**src/rtl/spike_aer_encoder.sv**
```systemverilog
// Purpose : buffers parallel post-neuron spike words and serializes each set bit onto a 4-phase AER link.
// Latency : word pushed into an empty FIFO at edge 0 is popped at edge 1; REQ is registered high after edge 2.
// Backpressure: SPK_READY drops when the FIFO is full; non-zero words offered while full are dropped and counted.
//
// Ports:
//   CLK, RST                 core clock, async active-high reset
//   SPK_VALID/SPK_VEC/SPK_WORD_ADDR  spike word input (bit i = neuron {word_addr,i})
//   SPK_READY                FIFO not full
//   AEROUT_ADDR/REQ/ACK      AER output link (ACK asynchronous to CLK)
//   OVF_CNT                  saturating count of dropped non-zero words
//   BUSY                     FIFO non-empty or handshake engine active

// Purpose : generic single-clock FIFO with a registered occupancy count.
// Latency : pushed entry is visible on pop_dat the edge after the push.
// Backpressure: pushes while full are ignored; pops while empty are ignored.
module spike_aer_fifo #(
  parameter int W     = 8,
  parameter int DEPTH = 8
) (
  input  logic         clk,
  input  logic         rst,
  input  logic         push,
  input  logic [W-1:0] push_dat,
  input  logic         pop,
  output logic [W-1:0] pop_dat,
  output logic         full,
  output logic         empty
);
  localparam int AW = $clog2(DEPTH);

  logic [W-1:0] mem [DEPTH];
  logic [AW-1:0] wr_ptr;
  logic [AW-1:0] rd_ptr;
  // One extra bit so a full FIFO is distinguishable from an empty one.
  logic [AW:0]   count;
  logic          do_push;
  logic          do_pop;

  assign full    = (count == (AW+1)'(DEPTH));
  assign empty   = (count == '0);
  assign do_push = push && !full;
  assign do_pop  = pop && !empty;
  assign pop_dat = mem[rd_ptr];

  always_ff @(posedge clk) begin
    if (do_push) mem[wr_ptr] <= push_dat;
  end

  // Pointers are exactly AW bits wide, so they wrap modulo DEPTH on their own.
  always_ff @(posedge clk or posedge rst) begin
    if (rst) begin
      wr_ptr <= '0;
      rd_ptr <= '0;
      count  <= '0;
    end else begin
      if (do_push) wr_ptr <= wr_ptr + 1'b1;
      if (do_pop)  rd_ptr <= rd_ptr + 1'b1;
      case ({do_push, do_pop})
        2'b10:   count <= count + 1'b1;
        2'b01:   count <= count - 1'b1;
        default: count <= count;
      endcase
    end
  end
endmodule

module spike_aer_encoder #(
  parameter int POST_NEUR_PARALLEL        = 4,
  parameter int POST_NEUR_WORD_ADDR_WIDTH = 8,
  parameter int POST_NEUR_BYTE_ADDR_WIDTH = 2,
  parameter int AER_WIDTH                 = 12,
  parameter int FIFO_DEPTH                = 8,
  parameter int OVF_CNT_WIDTH             = 8
) (
  input  logic                                 CLK,
  input  logic                                 RST,
  input  logic                                 SPK_VALID,
  input  logic [POST_NEUR_PARALLEL-1:0]        SPK_VEC,
  input  logic [POST_NEUR_WORD_ADDR_WIDTH-1:0] SPK_WORD_ADDR,
  output logic                                 SPK_READY,
  output logic [AER_WIDTH-1:0]                 AEROUT_ADDR,
  output logic                                 AEROUT_REQ,
  input  logic                                 AEROUT_ACK,
  output logic [OVF_CNT_WIDTH-1:0]             OVF_CNT,
  output logic                                 BUSY
);
  localparam int P  = POST_NEUR_PARALLEL;
  localparam int WA = POST_NEUR_WORD_ADDR_WIDTH;
  localparam int BA = POST_NEUR_BYTE_ADDR_WIDTH;
  localparam int EW = WA + P;

  typedef enum logic [1:0] {IDLE, SEND, WAIT_HI, WAIT_LO} state_t;

  state_t          state;
  logic [WA-1:0]   wa;
  logic [P-1:0]    vec;
  logic [BA-1:0]   k;
  logic [AER_WIDTH-1:0] aer_next;
  logic            ack_meta;
  logic            ack_s;
  logic            fifo_push;
  logic            fifo_pop;
  logic            fifo_full;
  logic            fifo_empty;
  logic [EW-1:0]   fifo_dat;
  logic            spk_nz;

  assign spk_nz    = SPK_VALID && (SPK_VEC != '0);
  assign fifo_push = spk_nz && !fifo_full;
  // Pop whenever the engine is ready for a new word: from IDLE, or at the end
  // of a handshake once the current word is exhausted.
  assign fifo_pop  = !fifo_empty &&
                     ((state == IDLE) ||
                      (state == WAIT_LO && !ack_s && vec == '0));

  spike_aer_fifo #(.W(EW), .DEPTH(FIFO_DEPTH)) u_fifo (
    .clk      (CLK),
    .rst      (RST),
    .push     (fifo_push),
    .push_dat ({SPK_WORD_ADDR, SPK_VEC}),
    .pop      (fifo_pop),
    .pop_dat  (fifo_dat),
    .full     (fifo_full),
    .empty    (fifo_empty)
  );

  assign SPK_READY = !fifo_full;
  assign BUSY      = !fifo_empty || (state != IDLE);

  // Lowest set bit of the working vector; scanning downward lets the lowest index win.
  always_comb begin
    k = '0;
    for (int i = P - 1; i >= 0; i--) begin
      if (vec[i]) k = BA'(i);
    end
  end

  always_comb begin
    aer_next            = '0;
    aer_next[WA+BA-1:0] = {wa, k};
  end

  always_ff @(posedge CLK or posedge RST) begin
    if (RST) begin
      ack_meta <= 1'b0;
      ack_s    <= 1'b0;
    end else begin
      ack_meta <= AEROUT_ACK;
      ack_s    <= ack_meta;
    end
  end

  always_ff @(posedge CLK or posedge RST) begin
    if (RST) begin
      state       <= IDLE;
      wa          <= '0;
      vec         <= '0;
      AEROUT_REQ  <= 1'b0;
      AEROUT_ADDR <= '0;
    end else begin
      case (state)
        IDLE: begin
          if (fifo_pop) begin
            {wa, vec} <= fifo_dat;
            state     <= SEND;
          end
        end
        SEND: begin
          AEROUT_ADDR <= aer_next;
          AEROUT_REQ  <= 1'b1;
          vec         <= vec & (vec - P'(1));  // clears the lowest set bit
          state       <= WAIT_HI;
        end
        WAIT_HI: begin
          if (ack_s) begin
            AEROUT_REQ <= 1'b0;
            state      <= WAIT_LO;
          end
        end
        WAIT_LO: begin
          if (!ack_s) begin
            if (vec != '0) begin
              state <= SEND;
            end else if (fifo_pop) begin
              {wa, vec} <= fifo_dat;
              state     <= SEND;
            end else begin
              state <= IDLE;
            end
          end
        end
        default: state <= IDLE;
      endcase
    end
  end

  always_ff @(posedge CLK or posedge RST) begin
    if (RST) begin
      OVF_CNT <= '0;
    end else if (spk_nz && fifo_full && (OVF_CNT != '1)) begin
      OVF_CNT <= OVF_CNT + 1'b1;
    end
  end
endmodule

```
**config.mk**
```make
export PLATFORM = sky130hd
export DESIGN_NAME = spike_aer_encoder
export DESIGN_NICKNAME = d
export VERILOG_FILES = /design/src/rtl/spike_aer_encoder.sv
export SDC_FILE = /design/constraint.sdc
export NUM_CORES = 1
export LEC_CHECK = 0
export ABC_AREA = 1
export BUFFER_PORTS_ARGS = -buffer_cell sky130_fd_sc_hd__buf_2
export CAP_MARGIN = 15
export CORE_AREA = 8 8 126 128
export DETAILED_ROUTE_END_ITERATION = 8
export DIE_AREA = 0 0 134 136
export SLEW_MARGIN = 0
export SYNTH_ARGS = -nofsm -noshare
export SYNTH_HDL_FRONTEND = slang
export SYNTH_SLANG_ARGS = --single-unit
```
**constraint.sdc**
```tcl
create_clock -name CLK -period 2.9 [get_ports CLK]
set_input_delay 0 -clock CLK [delete_from_list [all_inputs] [get_ports CLK]]
set_output_delay 0 -clock CLK [all_outputs]
set_load 0.02 [all_outputs]
```
==> results.md <==
- Max clock buf depth: 2
- Router iterations before antenna repair: 4
- Setup slack after layout: roughly 0.41 ns
- Core ar.: between 0.01 and 0.015 mm^2
- Worst hold margin: about 0.020 ns
- Min-Delay Path Class: in2reg
- Share of layout cells above drive strength 1: approximately 14%
- IO Port Bufs: 36
- Max IR drop VDD: about 0.5 mV
- Setup crit start kind: flip-flop
- First-pass GRT wire length: 20.2 mm
- Mapped Cells: a little under 600
- Diode count: 0
- Pin slew with the least headroom to its limit: a little over 0.9 ns
- Leak: approximately 3.1 nW
- Max H-tree Level: 4
- Net count, final: around 670
- Clock transition at the registers of the reported paths: roughly 0.06 ns
- Shortest period the worst path allows: 2.49 ns
- Top cells by area, synth: edfxtp_1, dfrtp_1, nand2_1
- Cts bufs inserted: 17
- DP Cell Count: a little under 800
- Boundary Pins: 39
- Root buffer cell: clkbuf_16
- Synth top area share: between 40% and 50%
- Grt met1 use: a little under a fifth
- Pwr Total: ~7.6 mW
- Number of remaining DRC errors: 0
- Die Wd: about 130 um
- Final wirelength: roughly 13 mm
- Clock sinks: 141
- CP Data Arrival Time: 2.79 ns
- HPWL Detailed: 7.66 mm
- GRT met2 Usage: a little under a quarter
- Final Setup Violations: 0
- Hold Vio Cnt, Final: 0
- Initial core utilization: between 40% and 50%
- Critical path class: reg2reg
- Fill count: roughly 1200
- Post-Syn Area per Cell: 10.5 um^2
- Number of global-route vias before repair: 3845
- Crit end category: flip-flop
- Grt peak-use layer: met2
- TNS Setup: 0 ns
- Relative slew margins: between 30% and 40%
- Required time of the worst setup path: 3.20 ns
- Fin crit share: 85.8%
- Worst skew pair latency: about 0.41 ns
- Vias: 4100
- Worst-path maximum fanout: 6
- Post-Syn Area: just over 0.006 mm^2
- Post-synthesis sequential element count: between 100 and 150
- Synth unique cells: 34
- Initial antenna violation count: 0
- Max Freq: 0.402 GHz
- GRT met3 Usage: 3.81%
- Post-CTS Resized: 0
- Power Dens Cells: approximately 1100 mW/mm^2
- Fin. max-slew vios: 0
- Synth warn: 0
- 1st-iter DRT viols: 272
- Worst clock skew: 0.00677 ns
- DRT antenna net count: 0
- Gr usage total: 14.6%
- Run status: completed
- Placed Area: 0.00649 mm^2
- DIE AREA: between 0.015 and 0.02 mm^2
- Largest net degree at the start of global routing: 50
- Finished Cell Area: between 0.007 and 0.008 mm^2
- Routed length per instance: around 15 um
- Layout Utilization: roughly half
- GRT Residual Overflow: 0
- DIE HEIGHT: about 140 um
- TritonCTS clock tree: done
- Pre-CTS WS: 0.412 ns
- Layout Cells excl Fill: 840
- Row cnt: 44
- Synth area leader: edfxtp_1
- Max Cap Viol: 0
- P&R area growth vs syn: 18.1%
- Global placement routability congestion: about 0.8
- DR vias/cell: 4.88
- RSZ-0062 raised after global routing: no
- Sequential fraction of the synthesis area: 65.6%
-- sequential cells by signal, indices dropped and copies added (netlist names) --
register and flops:
ack_s 1, u_fifo.mem 96, u_fifo.count 4, OVF_CNT 8
wa 8, ack_meta 1, u_fifo.rd_ptr 3, AEROUT_REQ 1
AEROUT_ADDR 10, u_fifo.wr_ptr 3, vec 4, state 2
-- routing by layer --
metal	wire length (um)	vias up
li1	-	2048
met1	5880	1927
met2	5820	109
met3	700	16
met4	142	0
met5	0	-
-- report_power, final --
group	total [mW]	internal, mW	switching (mW)
Sequential	2.82	2.61	0.210
Clock	2.18	1.42	0.761
Combinational	2.60	0.837	1.76
-- logic make-up (layout without fill, tap and decap cells) --
group / after synthesis / after routing / share of synthesized area [%]
compound gates: 40 / 40 / 3.58
xor+xnor: 11 / 11 / 1.58
fa+ha+maj: 12 / 12 / 2.58
buf+inv: 72 / 144 / 5.26
flops: 141 / 141 / 65.6
other cells: 1 / 2 / 0.0614
simple gates: 306 / 306 / 21.4
-- worst max-delay path: stages (launching register included) --
cell and delay, ns:
dfrtp_1 0.42, ha_1 0.25, inv_1 0.09, nor2_1 0.04, nand3_1 0.08, nand2_2 0.06
nand2_4 0.11, inv_1 0.09, ha_1 0.25, ha_1 0.34, a21oi_1 0.16, nand2_1 0.09
a21oi_1 0.17, o21ai_0 0.11, nand2_1 0.06, nand2_1 0.04
-- cells in the mapped netlist (all sizes together) --
| master | n |
|---|---|
| a21oi | 4 |
| buf | 16 |
| clkbuf | 7 |
| conb | 1 |
| dfrtp | 45 |
| edfxtp | 96 |
| fa | 1 |
| ha | 11 |
| inv | 49 |
| nand2 | 193 |
| nand3 | 72 |
| nand3b | 1 |
| nand4 | 3 |
| nor2 | 33 |
| nor3 | 1 |
| o211ai | 2 |
| o21ai | 32 |
| o2bb2ai | 1 |
| o31ai | 1 |
| or2 | 3 |
| xnor2 | 5 |
| xor2 | 6 |
-- cells in the final DEF (no fill, tap or decap), drive strengths merged --
| master | synthesis | final |
|---|---|---|
| a21oi | 4 | 4 |
| buf | 16 | 50 |
| bufinv | 0 | 4 |
| clkbuf | 7 | 21 |
| clkinv | 0 | 6 |
| conb | 1 | 2 |
| dfrtp | 45 | 45 |
| dlygate4sd3 | 0 | 14 |
| edfxtp | 96 | 96 |
| fa | 1 | 1 |
| ha | 11 | 11 |
| inv | 49 | 49 |
| nand2 | 193 | 193 |
| nand3 | 72 | 72 |
| nand3b | 1 | 1 |
| nand4 | 3 | 3 |
| nor2 | 33 | 33 |
| nor3 | 1 | 1 |
| o211ai | 2 | 2 |
| o21ai | 32 | 32 |
| o2bb2ai | 1 | 1 |
| o31ai | 1 | 1 |
| or2 | 3 | 3 |
| xnor2 | 5 | 5 |
| xor2 | 6 | 6 |
-- cell type report --
cell class              instances  area [um^2]  share of cell area [%]
clock buffers                  21          440                    6.10
repair buffers                 64          425                    5.89
inverters                      49          184                    2.55
clock inverters                10          146                    2.03
well taps                     184          230                    3.19
multi-input cells             371         1790                    24.7
flip-flops and latches        141         4010                    55.5
-- what timing repair did --
action	in CTS	in global routing
hold buffers	14	0
setup buffers	0	0
endpoints found under the hold margin	142	0
setup endpoints to repair	0	0
-- path summary, 6_finish.rpt --
check | from | end | slack [ns] | depth (start not counted)
setup / recovery | state[0] | u_fifo.count[3] | 0.41 | 15
hold / removal | SPK_VALID | u_fifo.wr_ptr[0] | 0.02 | 4
setup reg to reg | state[0] | u_fifo.count[3] | 0.41 | 15
hold reg to reg | ack_meta | ack_s | 0.36 | 0
max in group asynchronous | RST | u_fifo.rd_ptr[2] | 1.97 | 3
min in group asynchronous | RST | OVF_CNT[2] | 0.34 | 3
No activity file was read; power rests on OpenSTA's default activity.
